**config.mk**
```make
export PLATFORM = sky130hd
export DESIGN_NAME = ft_tx_arb_flat
export DESIGN_NICKNAME = d
export VERILOG_FILES = /design/src/rtl/ft_tx_arb_if.sv /design/src/rtl/ft_tx_arb.sv /design/src/flat_wrapper.sv
export SDC_FILE = /design/constraint.sdc
export NUM_CORES = 1
export LEC_CHECK = 0
export CAP_MARGIN = 15
export CORE_ASPECT_RATIO = 1.1
export CORE_MARGIN = 2
export CORE_UTILIZATION = 49
export DETAILED_ROUTE_END_ITERATION = 16
export PLACE_DENSITY = 0.84
export SYNTH_ARGS = -nofsm -noshare
export SYNTH_HDL_FRONTEND = slang
export SYNTH_SLANG_ARGS = --single-unit
export TNS_END_PERCENT = 10
```
**constraint.sdc**
```tcl
create_clock -name i_clk -period 5.5 [get_ports i_clk]
set_clock_uncertainty 0.05 [all_clocks]
set_input_delay 1.1 -clock i_clk [delete_from_list [all_inputs] [get_ports i_clk]]
set_output_delay 1.1 -clock i_clk [all_outputs]
set_load 0.005 [all_outputs]
```
**src/rtl/ft_tx_arb_if.sv**
```systemverilog
// Signal bundle for ft_tx_arb: two byte-stream sources, the FT245 Tx stream,
// and the grant/error status. "slave" is the arbiter side, "master" its environment.
interface ft_tx_arb_if;
  logic [7:0] i_s0_data;
  logic       i_s0_valid;
  logic       i_s0_last;
  logic       o_s0_ready;
  logic [7:0] i_s1_data;
  logic       i_s1_valid;
  logic       i_s1_last;
  logic       o_s1_ready;
  logic [7:0] o_tx_data;
  logic       o_tx_valid;
  logic       i_tx_ready;
  logic [1:0] o_grant;
  logic       o_err_len;

  modport slave (
    input  i_s0_data, i_s0_valid, i_s0_last,
    input  i_s1_data, i_s1_valid, i_s1_last,
    input  i_tx_ready,
    output o_s0_ready, o_s1_ready,
    output o_tx_data, o_tx_valid,
    output o_grant, o_err_len
  );

  modport master (
    output i_s0_data, i_s0_valid, i_s0_last,
    output i_s1_data, i_s1_valid, i_s1_last,
    output i_tx_ready,
    input  o_s0_ready, o_s1_ready,
    input  o_tx_data, o_tx_valid,
    input  o_grant, o_err_len
  );
endinterface

```
**src/rtl/ft_tx_arb.sv**
```systemverilog
// Round-robin, packet-atomic arbiter sharing the FT245 Tx byte stream between two sources.
// Optional macro FT_TX_ARB_TAG_EN prefixes each granted packet with a source tag byte (A0/A1).
module ft_tx_arb #(
  parameter int MAX_PKT_LEN = 256,
  parameter int CNT_WIDTH   = 16
) (
  input logic        i_clk,
  input logic        i_rst,
  ft_tx_arb_if.slave bus
);

  typedef enum logic [1:0] {ST_IDLE, ST_TAG, ST_PASS} state_t;

  // Counter value of the byte whose transfer makes the packet MAX_PKT_LEN long
  localparam logic [CNT_WIDTH-1:0] LAST_CNT = CNT_WIDTH'(MAX_PKT_LEN - 1);

  state_t               state_reg, state_next;
  logic                 owner_reg, owner_next;
  logic                 ptr_reg, ptr_next;
  logic [CNT_WIDTH-1:0] cnt_reg, cnt_next;
  logic                 err_len_reg, err_len_next;

  logic [7:0] src_data [2];
  logic [1:0] src_valid;
  logic [1:0] src_last;
  logic [1:0] src_ready;
  logic [1:0] grant;
  logic [7:0] sel_data;
  logic       sel_valid;
  logic       sel_last;
  logic [7:0] tx_data;
  logic       tx_valid;

  assign src_data[0]  = bus.i_s0_data;
  assign src_data[1]  = bus.i_s1_data;
  assign src_valid    = {bus.i_s1_valid, bus.i_s0_valid};
  assign src_last     = {bus.i_s1_last, bus.i_s0_last};
  assign bus.o_s0_ready = src_ready[0];
  assign bus.o_s1_ready = src_ready[1];

  generate
    for (genvar gi = 0; gi < 2; gi++) begin : g_src
      assign grant[gi]     = (state_reg != ST_IDLE) && (owner_reg == 1'(gi));
      assign src_ready[gi] = (state_reg == ST_PASS) && (owner_reg == 1'(gi)) && bus.i_tx_ready;
    end
  endgenerate

  // Only the granted source is ever looked at
  always_comb begin
    sel_data  = src_data[owner_reg];
    sel_valid = src_valid[owner_reg];
    sel_last  = src_last[owner_reg];
  end

  always_comb begin
    state_next   = state_reg;
    owner_next   = owner_reg;
    ptr_next     = ptr_reg;
    cnt_next     = cnt_reg;
    err_len_next = 1'b0;
    tx_data      = 8'h00;
    tx_valid     = 1'b0;
    case (state_reg)
      ST_IDLE: begin
        if (|src_valid) begin
          owner_next = (&src_valid) ? ptr_reg : src_valid[1];
`ifdef FT_TX_ARB_TAG_EN
          state_next = ST_TAG;
`else
          state_next = ST_PASS;
`endif
        end
      end
`ifdef FT_TX_ARB_TAG_EN
      ST_TAG: begin
        tx_valid = 1'b1;
        tx_data  = {7'b1010_000, owner_reg};
        if (bus.i_tx_ready) begin
          state_next = ST_PASS;
        end
      end
`endif
      ST_PASS: begin
        tx_data  = sel_data;
        tx_valid = sel_valid;
        if (sel_valid && bus.i_tx_ready) begin
          if (sel_last || (cnt_reg == LAST_CNT)) begin
            // A length cutoff leaves the rest of the packet to be re-arbitrated
            state_next   = ST_IDLE;
            ptr_next     = ~owner_reg;
            cnt_next     = '0;
            err_len_next = ~sel_last;
          end else begin
            cnt_next = cnt_reg + 1'b1;
          end
        end
      end
      default: state_next = ST_IDLE;
    endcase
  end

  always_ff @(posedge i_clk) begin
    if (i_rst) begin
      state_reg   <= ST_IDLE;
      owner_reg   <= 1'b0;
      ptr_reg     <= 1'b0;
      cnt_reg     <= '0;
      err_len_reg <= 1'b0;
    end else begin
      state_reg   <= state_next;
      owner_reg   <= owner_next;
      ptr_reg     <= ptr_next;
      cnt_reg     <= cnt_next;
      err_len_reg <= err_len_next;
    end
  end

  assign bus.o_tx_data  = tx_data;
  assign bus.o_tx_valid = tx_valid;
  assign bus.o_grant    = grant;
  assign bus.o_err_len  = err_len_reg;

endmodule

```
**src/flat_wrapper.sv**
```systemverilog
// flat-port wrapper written by rule: the top's interface ports become plain ports
module ft_tx_arb_flat 
#(
  parameter int MAX_PKT_LEN = 256,
  parameter int CNT_WIDTH   = 16
)
  (i_clk, i_rst, bus_i_s0_data, bus_i_s0_valid, bus_i_s0_last, bus_i_s1_data, bus_i_s1_valid, bus_i_s1_last, bus_i_tx_ready, bus_o_s0_ready, bus_o_s1_ready, bus_o_tx_data, bus_o_tx_valid, bus_o_grant, bus_o_err_len);
  ft_tx_arb_if bus_i ();
  input logic i_clk;
  input logic i_rst;
  input wire logic [$bits(bus_i.i_s0_data)-1:0] bus_i_s0_data;
  input wire logic [$bits(bus_i.i_s0_valid)-1:0] bus_i_s0_valid;
  input wire logic [$bits(bus_i.i_s0_last)-1:0] bus_i_s0_last;
  input wire logic [$bits(bus_i.i_s1_data)-1:0] bus_i_s1_data;
  input wire logic [$bits(bus_i.i_s1_valid)-1:0] bus_i_s1_valid;
  input wire logic [$bits(bus_i.i_s1_last)-1:0] bus_i_s1_last;
  input wire logic [$bits(bus_i.i_tx_ready)-1:0] bus_i_tx_ready;
  output wire logic [$bits(bus_i.o_s0_ready)-1:0] bus_o_s0_ready;
  output wire logic [$bits(bus_i.o_s1_ready)-1:0] bus_o_s1_ready;
  output wire logic [$bits(bus_i.o_tx_data)-1:0] bus_o_tx_data;
  output wire logic [$bits(bus_i.o_tx_valid)-1:0] bus_o_tx_valid;
  output wire logic [$bits(bus_i.o_grant)-1:0] bus_o_grant;
  output wire logic [$bits(bus_i.o_err_len)-1:0] bus_o_err_len;
  assign bus_i.i_s0_data = bus_i_s0_data;
  assign bus_i.i_s0_valid = bus_i_s0_valid;
  assign bus_i.i_s0_last = bus_i_s0_last;
  assign bus_i.i_s1_data = bus_i_s1_data;
  assign bus_i.i_s1_valid = bus_i_s1_valid;
  assign bus_i.i_s1_last = bus_i_s1_last;
  assign bus_i.i_tx_ready = bus_i_tx_ready;
  assign bus_o_s0_ready = bus_i.o_s0_ready;
  assign bus_o_s1_ready = bus_i.o_s1_ready;
  assign bus_o_tx_data = bus_i.o_tx_data;
  assign bus_o_tx_valid = bus_i.o_tx_valid;
  assign bus_o_grant = bus_i.o_grant;
  assign bus_o_err_len = bus_i.o_err_len;
  ft_tx_arb #(.MAX_PKT_LEN(MAX_PKT_LEN), .CNT_WIDTH(CNT_WIDTH)) u_core (.i_clk(i_clk), .i_rst(i_rst), .bus(bus_i));
endmodule
```
After elaboration in Yosys (flattened, before gate mapping) --
Index checks and enable logic that the tools add are counted.
Storage, ports and cells: latch bits 0, RAM bits 0, register bits 21, bits in read-only memories 0, memories 0, output and inout port bits 14
Operators by class: div/mod/pow operators 0, shift-type cells 0, equality and inequality tests 5, bitwise gates (word level) 6, $add $sub $neg 1, multiplexer cells 15, multipliers 0, order comparisons 2, reductions and logical operators 17
Operators with widths (number):
- two-way mux 8 bit | 4
- adder 16 x 1 -> 16 bit, second input constant | 1
- equality test 16 x 8 -> 1 bit, second input constant | 1
- two-way mux 16 bit | 1
- logical AND 1 bit | 7
- two-way mux 1 bit | 6
- two-way mux 2 bit | 3
- AND reduction 2 bit | 3
- AND reduction 3 bit | 2
- NOT 1 bit | 5
- != test 2 bit, second input constant | 2
- one-hot mux 2 bit (2 select lines) | 1
- OR reduction 4 bit | 1
- equality test 2 bit, second input constant | 1
- greater-or-equal comparator 2 bit, second input constant | 1
- logical NOT 2 bit | 1
- < comparator 1 x 2 -> 1 bit, second input constant | 1
- != test 2 x 1 -> 1 bit, second input constant | 1
- NOT 1 -> 2 bit | 1
- nonzero test 2 bit | 1
- OR reduction 2 bit | 1
- logical OR 1 bit | 1

Longest topological paths before layout --
Gate-level depths: netlist (run 1).
depth in word-level cells 6, gate-level depth with buffers 7

Worst setup path before layout (run 1) --
OpenSTA, ideal clock, no wires.
path kind in2reg, from in bus_i_s1_valid, to reg u_core.cnt_reg[15], stages on the path 5, data arrival time 2.503 ns, path slack 2.867 ns, setup time 0.080 ns, data required time 5.370 ns, cell sequence mux2i_1 -> or4_1 -> buf_2 -> or4_1 -> a211oi_2
On the way: cells in the longest elaborated chain, start to end 4
Ends and longest elaborated chain:
- start, declared | line flat_wrapper.sv:15 | input wire logic [$bits(bus_i.i_s1_valid)-1:0] bus_i_s1_valid;
- two-way mux 1 bit (not written as such) (2 in series) | line ft_tx_arb.sv:51 | sel_valid = src_valid[owner_reg];
- logical AND 1 bit | line ft_tx_arb.sv:86 | if (sel_valid && bus.i_tx_ready) begin
- AND reduction 2 bit (no source line)
- end signal, assigned | line ft_tx_arb.sv:113 | cnt_reg <= cnt_next;
- end, declared | line ft_tx_arb.sv:20 | logic [CNT_WIDTH-1:0] cnt_reg, cnt_next;
Every way passes these cells. The select of a mux whose other input is x is not followed. A chain may end at the register's enable or synchronous reset.

Worst setup path after layout (run 1) --
from in bus_i_s1_valid, to out bus_o_tx_valid
On the way: cells in the longest elaborated chain, start to end 3
Ends and longest elaborated chain:
- two-way mux 1 bit (not written as such) (2 in series) | line ft_tx_arb.sv:51
- two-way mux 1 bit | line ft_tx_arb.sv:63 | case (state_reg)
- end, declared | line flat_wrapper.sv:21 | output wire logic [$bits(bus_i.o_tx_valid)-1:0] bus_o_tx_valid;
Every way passes these cells. The select of a mux whose other input is x is not followed.

==> results of run 1 <==
-- metal layers --
metal | track usage | share of wire
met1 | 0.2584 | 0.44
met2 | 0.3575 | 0.51
met3 | 0.05108 | 0.041
met4 | 0.02778 | 0
met5 | 0 | 0
-- cells in the final DEF (no fill, tap or decap) --
cell and n:
clkdlybuf4s50_1 36, o211ai_1 1, nor2b_1 1, and4_1 1, nand3_1 3, xnor2_1 8
or4_1 4, o31ai_1 1, a21oi_1 1, nor3b_1 1, or3_1 7, ha_1 1
and3_1 1, nand4_1 3, and2_1 1, or2_2 1, a21oi_4 1, nor4b_1 2
a211oi_1 3, a211oi_2 4, clkbuf_4 3, or4_4 1, nor2_1 13, inv_1 5
nand2_1 7, nor3_1 14, o221a_2 1, mux2i_1 11, o21ai_0 7, nand4b_1 1
dfxtp_1 20, clkbuf_8 1
-- how the worst max path moves through the flow --
stage,from,to,slack (ps),depth (start not counted)
final,bus_i_s1_valid,bus_o_tx_valid,1590,4
after global routing,bus_i_s1_valid,bus_o_tx_valid,1460,4
after CTS,bus_i_s1_valid,bus_o_tx_valid,1610,4
after detailed placement,bus_i_s1_valid,bus_o_tx_valid,1600,4
after global placement,bus_i_s1_valid,bus_o_tx_valid,1650,4
after floorplan,bus_i_s1_valid,u_core.cnt_reg[15],2870,5
-- worst reg2reg max path, delay by kind of cell, from the launching register on --
kind	cells	cell delay (ps)
compound gates	1	210
simple gates	2	1280
flops	1	790
mux	1	420
-- power by group through the flow --
stage	combinational [mW]	clock (mW)	sequential, mW
floorplan	0.0242	0	0.151
global placement	0.0496	0	0.154
detailed placement	0.0506	0	0.154
CTS	0.0508	0.0866	0.151
global route	0.0553	0.0931	0.151
finish	0.0509	0.0840	0.151
-- metrics by stage --
stage	instance area (um^2)	hold WS, ps
2_1_floorplan	1154	423.2
3_3_place_gp	1496	443.1
3_5_place_dp	1496	457.2
4_1_cts	1533	472.2
5_1_grt	1533	491.6
6_report	1533	466.9
-- final cells by class --
| class | instances | area [um^2] | share of cell area |
|---|---|---|---|
| well taps | 30 | 37.54 | 0.02449 |
| repair buffers | 36 | 360.3 | 0.2351 |
| multi-input cells | 100 | 679.4 | 0.4433 |
| inverters | 5 | 18.77 | 0.01224 |
| clock buffers | 4 | 36.28 | 0.02367 |
| flip-flops and latches | 20 | 400.4 | 0.2612 |
-- cell families after synthesis --
| family | after synthesis | share of synthesized area |
|---|---|---|
| buf+inv | 14 | 0.06399 |
| fa+ha+maj | 1 | 0.01084 |
| simple gates | 61 | 0.2874 |
| xor+xnor | 8 | 0.06074 |
| flops | 20 | 0.3471 |
| compound gates | 19 | 0.1345 |
| mux | 11 | 0.09545 |
==> results_dict.tcl, run 1 <==
set metrics [dict create \
    rrSetupSlack_ps 2690 \
    yosysTopAreaCell "dfxtp_1" \
    finalPower_mw 0.2858 \
    worst_slew_pin_slew_ps 775.9 \
    cts_tree "built" \
    crit_chain "clkdlybuf4s50_1 -> mux2i_1 -> nor2_1 -> clkdlybuf4s50_1" \
    postSynthCellCount 134 \
    ctsHoldBuffers 0 \
    cts_resized 0 \
    gr-total-overflow 0 \
    grt_pass1_vias 934 \
    antenna_cells 0 \
    clock-sinks 20 \
    initial_utilization 0.5174 \
    power.switching_mw 0.06706 \
    dieArea_um2 2759 \
    ys_warn_count 0 \
    slew_violations 0 \
    drt_iter0_markers 36 \
    setup_viol 0 \
    avgRoutedWirePerCell_um 13.77 \
    yosysMostFrequentCell "dfxtp_1" \
    drive_gt1_frac 0.07273 \
    routed_wl_um 2686 \
    die_width_um 50.27 \
    relSlewSlack 0.4811 \
    synth_edf_count 0 \
    reg2regPathDepth 4 \
    core_um2 2230 \
    p_seq_frac 0.528 \
    clkLatencyLatePin_ps 300 \
    largest_reg_flops 16 \
    dr.pass1.iters 4 \
    slowest_delay_ps 620 \
    peakVddDrop_v 0.0001485 \
    r2r_start "u_core.owner_reg" \
    vias_per_cell 5.528 \
    fmax_ghz 0.2556 \
    grt_pass1_wl_um 4215 \
    drc 0 \
    final_core_util 0.6874 \
    synth.top_cell.area_share 0.3471 \
    grt_use_total 0.2026 \
    synth_flop_cell "dfxtp_1" \
    fin_setup_tns_ps 0 \
    cp_max_fo 11 \
    syn_area_per_cell_um2 8.609 \
    hpwlAfterDp_um 2020 \
    critPathBufInv 2 \
    layout_min_cycle_time_ps 3912 \
    cts_buffers 3 \
    cp_common_cell "clkdlybuf4s50_1" \
    vias 1078 \
    critPathRequiredTime_ps 4350 \
    synth_seq_cells 20 \
    synth_common_cells "20 x dfxtp_1, 14 x nor3_1, 13 x nor2_1" \
    min_to "u_core.cnt_reg[15]" \
    rows 18 \
    cp_slowest_cell "mux2i_1" \
    place_inst 191 \
    nets 190 \
    post_cts.repair.setup_buffers 0 \
    period_share 0.7112 \
    syn-cell-area_um2 1154 \
    async_reset_ff_frac 0 \
    path_class "in2out" \
    fillers 190 \
    min_path_cells 2 \
    cts-root-buf "clkbuf_4" \
    yosysSeqAreaShare 0.3471 \
    swShare 0.2347 \
    ant_nets 0 \
    num_io_pins 37 \
    cts_buffer_depth 2 \
    pwr-share-clk 0.294 \
    min-delay-path-class "reg2reg" \
    endpoint_kind "output pin" \
    critPathTopFamily "buffers and inverters" \
    clkSlewWorstSetupHoldPaths_ps 110 \
    comb_power_share 0.178 \
    rsz0062_at_grt "no" \
    dp_slack_ps 1603 \
    critPathLaunchType "input port" \
    status "finished, final reports clean" \
    area_growth_pct 32.86 \
    r2r_end "u_core.cnt_reg[15]" \
    layout_setup_ws_ps 1588 \
    p_int_mw 0.2187 \
    min_from "u_core.cnt_reg[15]" \
    routabilityCongestion 0.7688 \
    p_leak_nw 0.4863 \
    ys_types 33 \
    cap_violations 0 \
    syn_nets 158 \
    final_cells 195 \
    die_y_um 54.89 \
    port_buffers 36 \
    synth.area.top_cells "dfxtp_1 35%, mux2i_1 9.5%, nor3_1 6.1%" \
    htree_num_levels 1 \
    critPathArrivalTime_ps 2760 \
    grt_max_degree 20 \
    hold_viol_final 0 \
    antenna_found_initial 0 \
    power.density_nw_per_um2 186.4 \
]
Note: power is estimated with default switching activity, not from simulation.
==> inputs of run 2 (changes only) <==
Settings changed: CORE_UTILIZATION 49 to 41, PLACE_DENSITY 0.84 to 0.75.
Clock period 5.5 ns to 3.3 ns, I/O delays scaled along.
==> run 2 against run 1 <==
  * Via count up 2.4%
  * Largest power group unchanged
  * Worst setup slack worse by 1100 ps
  * Die area up 18%
  * Register-to-register slack worse by 1700 ps
  * Largest cell class unchanged
  * Non-clock buffer count up 2
==> results_dict.tcl, run 2 (synthesis gave the netlist of run 1 again) <==
set metrics [dict create \
    routed_wl_um 2755 \
    area_growth_pct 33.30 \
    ant_nets 0 \
    hpwlAfterDp_um 2135 \
    final_common_cell "clkdlybuf4s50_1" \
    grt_use_total 0.1876 \
    use_met1 0.1953 \
    final_cells 199 \
    clkSlewWorstSetupHoldPaths_ps 100 \
    setup_viol 0 \
    p_leak_nw 0.4892 \
    cts_tree "built" \
    final_core_util 0.5638 \
    final_cell_mix "36 x clkdlybuf4s50_1, 20 x dfxtp_1, 14 x nor3_1" \
    post-route-cell-area_um2 1538 \
    status "finished, final reports clean" \
    top_usage_layer "met2" \
    layout_setup_ws_ps 499.2 \
    critPathLaunchType "input port" \
    grt_pass1_vias 1073 \
    drc 0 \
    min_path_cells 2 \
    port_buffers 36 \
    grt_max_degree 20 \
    rsz0062_at_grt "no" \
    grt_use_met3 0.03535 \
    htree_num_levels 1 \
    die_width_um 54.58 \
    reg2regPathDepth 4 \
    fin_setup_tns_ps 0 \
    vias_per_cell 5.548 \
    cts_buffer_depth 2 \
    drive_gt1_frac 0.07831 \
    placed_cell_area_um2 1515 \
    antenna_found_initial 0 \
    largest_reg_flops 16 \
    grt_pass1_wl_um 4457 \
    die_y_um 59.64 \
    layout_min_cycle_time_ps 2801 \
    min-delay-path-class "reg2reg" \
    initial_utilization 0.4229 \
    slew_violations 0 \
    routabilityCongestion 0.8515 \
    whs_ps 470.3 \
    core_um2 2728 \
    fmax_ghz 0.3570 \
    critPathRequiredTime_ps 2590 \
    worst_slew_pin_slew_ps 783.1 \
    vias 1104 \
    hold_viol_final 0 \
    gr-total-overflow 0 \
    clock-sinks 20 \
    dr.pass1.iters 4 \
    critPathArrivalTime_ps 2090 \
    ctsHoldBuffers 0 \
    rows 20 \
    dp_slack_ps 350.3 \
    cts_resized 0 \
    cts-root-buf "clkbuf_4" \
    cap_violations 0 \
    antenna_cells 0 \
    place_inst 196 \
    period_share 0.8487 \
    post_cts.repair.setup_buffers 0 \
    relSlewSlack 0.4763 \
    avgRoutedWirePerCell_um 13.84 \
    path_class "in2out" \
    endpoint_kind "output pin" \
    met2_usage 0.3528 \
    finalPower_mw 0.4478 \
    clkLatencyLatePin_ps 290 \
    nets 192 \
    cts_buffers 3 \
    cp_max_fo 6 \
    power.density_nw_per_um2 291.2 \
    drt_iter0_markers 20 \
    dieArea_um2 3255 \
    peakVddDrop_v 0.0002322 \
    num_io_pins 37 \
]
==> run 2: cell types whose count changed in the layout (fill, tap and decap cells not counted), sizes merged <==
cell and change:
buf +2, clkbuf -1
==> run 2: worst paths after layout <==
kind / from / endpoint / slack [ps]
worst max-delay path: bus_i_s1_valid / bus_o_tx_valid / 500
worst min-delay path: u_core.cnt_reg[13] / u_core.cnt_reg[13] / 470
worst max register to register: u_core.cnt_reg[11] / u_core.ptr_reg / 1010
worst min register to register: u_core.cnt_reg[13] / u_core.cnt_reg[13] / 470
==> run 2: report_power, final <==
part / internal (mW) / leakage [nW] / switching (mW)
combinational: 0.0547 / 0.314 / 0.0364
sequential: 0.244 / 0.162 / 0.00352
clock: 0.0425 / 0.0138 / 0.0663
total: 0.342 / 0.489 / 0.106
==> run 2: critical path: stages <==
cell and delay, ps:
clkdlybuf4s50_1 470, mux2i_1 410, nor2_1 90, clkdlybuf4s50_1 460
==> run 2: metal layers <==
metal,vias to the layer above,part of all wire
li1,554,-
met1,505,0.40
met2,40,0.49
met3,5,0.094
met4,0,0.015
met5,-,0
==> run 2: final cells by class <==
type,instances,area [um^2]
inverter,5,18.77
clock buffer,3,22.52
timing repair buffer,38,375.4
multi-input combinational,100,679.4
fill,257,1190
tap,33,41.29
sequential,20,400.4
==> inputs of run 3 (changes only) <==
Settings changed: CORE_UTILIZATION 41 to 45, PLACE_DENSITY 0.75 to 0.78.
Clock period 3.3 ns to 2.9 ns, I/O delays scaled along.
==> run 3 against run 2 <==
  * Clock-buffer cell count grew 1
  * Critical path depth is the same
  * Non-clock buffer count grew 4
  * Largest cell class unchanged
==> results_dict.tcl, run 3 (synthesis gave the netlist of run 1 again) <==
set metrics [dict create \
    swShare 0.2426 \
    vias_per_cell 5.594 \
    avgRoutedWirePerCell_um 14.23 \
    whs_ps 471.8 \
    fillers 227 \
    largest_reg_flops 16 \
    antenna_found_initial 0 \
    area_growth_pct 36.88 \
    final_cell_mix "36 x clkdlybuf4s50_1, 20 x dfxtp_1, 14 x nor3_1" \
    gr-total-overflow 0 \
    dp_slack_ps 144.3 \
    dieArea_um2 2985 \
    die_width_um 52.28 \
    power.density_nw_per_um2 350.6 \
    cp_slowest_cell "clkdlybuf4s50_1" \
    critPathTopFamily "buffers and inverters" \
    m1WireLength_um 1134 \
    rrSetupSlack_ps 840 \
    worst_slew_pin_slew_ps 797.0 \
    drive_gt1_frac 0.1053 \
    dr.pass1.iters 4 \
    final_common_cell "clkdlybuf4s50_1" \
    vias 1130 \
    p_leak_nw 0.5161 \
    clkLatencyLatePin_ps 300 \
    grt_pass1_vias 1124 \
    cp_common_cell "clkdlybuf4s50_1" \
    critPathLaunchType "input port" \
    die_y_um 57.11 \
    antenna_cells 0 \
    critPathRequiredTime_ps 2270 \
    relSlewSlack 0.4670 \
    post_cts.repair.setup_buffers 0 \
    clkSlewWorstSetupHoldPaths_ps 110 \
    endpoint_kind "output pin" \
    slew_violations 0 \
    ctsHoldBuffers 0 \
    setup_viol 0 \
    ant_nets 0 \
    hold_viol_final 0 \
    core_um2 2472 \
    grt_max_degree 20 \
    drc 0 \
    cts_tree "built" \
    routabilityCongestion 0.7529 \
    port_buffers 36 \
    status "finished, final reports clean" \
    cts-root-buf "clkbuf_4" \
    peakVddDrop_v 0.0002782 \
    wl_met2_um 1457 \
    period_share 0.8873 \
    layout_setup_ws_ps 326.9 \
    multi_input_area_um2 679.4 \
    grt_pass1_wl_um 4664 \
    clock-sinks 20 \
    rows 19 \
    power.switching_mw 0.1343 \
    grt_use_total 0.2038 \
    layout_min_cycle_time_ps 2573 \
    cts_buffers 3 \
    cts_resized 0 \
    top_layer "met4" \
    num_io_pins 37 \
    cap_violations 0 \
    fin_setup_tns_ps 0 \
    initial_utilization 0.4666 \
    crit_chain "clkdlybuf4s50_1 -> mux2i_1 -> nor2_1 -> clkdlybuf4s50_1" \
    p_int_mw 0.4193 \
    wl_met3_um 244 \
    seq_area_um2 400.4 \
    min-delay-path-class "reg2reg" \
    fmax_ghz 0.3886 \
    cp_max_fo 5 \
    nets 196 \
    slowest_delay_ps 460 \
    rsz0062_at_grt "no" \
    comb_power_share 0.194 \
    p_seq_frac 0.509 \
    drt_iter0_markers 16 \
    path_class "in2out" \
    routed_wl_um 2875 \
    hpwlAfterDp_um 2253 \
    critPathBufInv 2 \
    htree_num_levels 1 \
    pwr-share-clk 0.297 \
    cts_buffer_depth 2 \
    critPathArrivalTime_ps 1940 \
]
run 3: cell type report:
class | count | share of cell area
Clock buffer | 4 | 0.02298
Inverter | 5 | 0.01189
Multi-Input combinational cell | 100 | 0.4303
Sequential cell | 20 | 0.2536
Tap cell | 31 | 0.02456
Timing Repair Buffer | 42 | 0.2567
run 3: power groups by stage:
stage               sequential [mW]  clock [mW]  combinational (mW)
finish                        0.282       0.164               0.107
global route                  0.283       0.177               0.115
CTS                           0.282       0.167               0.108
detailed placement            0.288           0               0.107
global placement              0.288           0               0.104
floorplan                     0.287           0              0.0458
run 3: metrics by stage:
| step | cells | power [mW] | util | cell area (um^2) |
|---|---|---|---|---|
| after global placement | 198 | 0.3924 | 0.6240 | 1543 |
| after floorplan | 134 | 0.3329 | - | 1154 |
| after CTS | 202 | 0.5564 | 0.6387 | 1579 |
| after global routing | 202 | 0.5756 | 0.6387 | 1579 |
| final | 202 | 0.5536 | 0.6387 | 1579 |
| after detailed placement | 198 | 0.3955 | 0.6240 | 1543 |
run 3: path summary, 6_finish.rpt:
check | startpoint | endpoint | depth (start not counted)
max | bus_i_s1_valid | bus_o_tx_valid | 4
min | u_core.cnt_reg[15] | u_core.cnt_reg[15] | 2
max reg2reg | u_core.cnt_reg[11] | u_core.ptr_reg | 5
min reg2reg | u_core.cnt_reg[15] | u_core.cnt_reg[15] | 2
run 3: worst register-to-register path, delay by kind of cell (launching register included):
family                 cells  cell delay (ps)
AND/OR/NAND/NOR            2             1060
AO/OA/AOI/OAI              2              370
flip-flops                 1              350
buffers and inverters      1              190
run 3: layer usage:
layer  up-vias  GRT usage
met2        41     0.3924
met1       526     0.2123
met4         0    0.06593
met3         4    0.04450
li1        559          -
met5         -          0
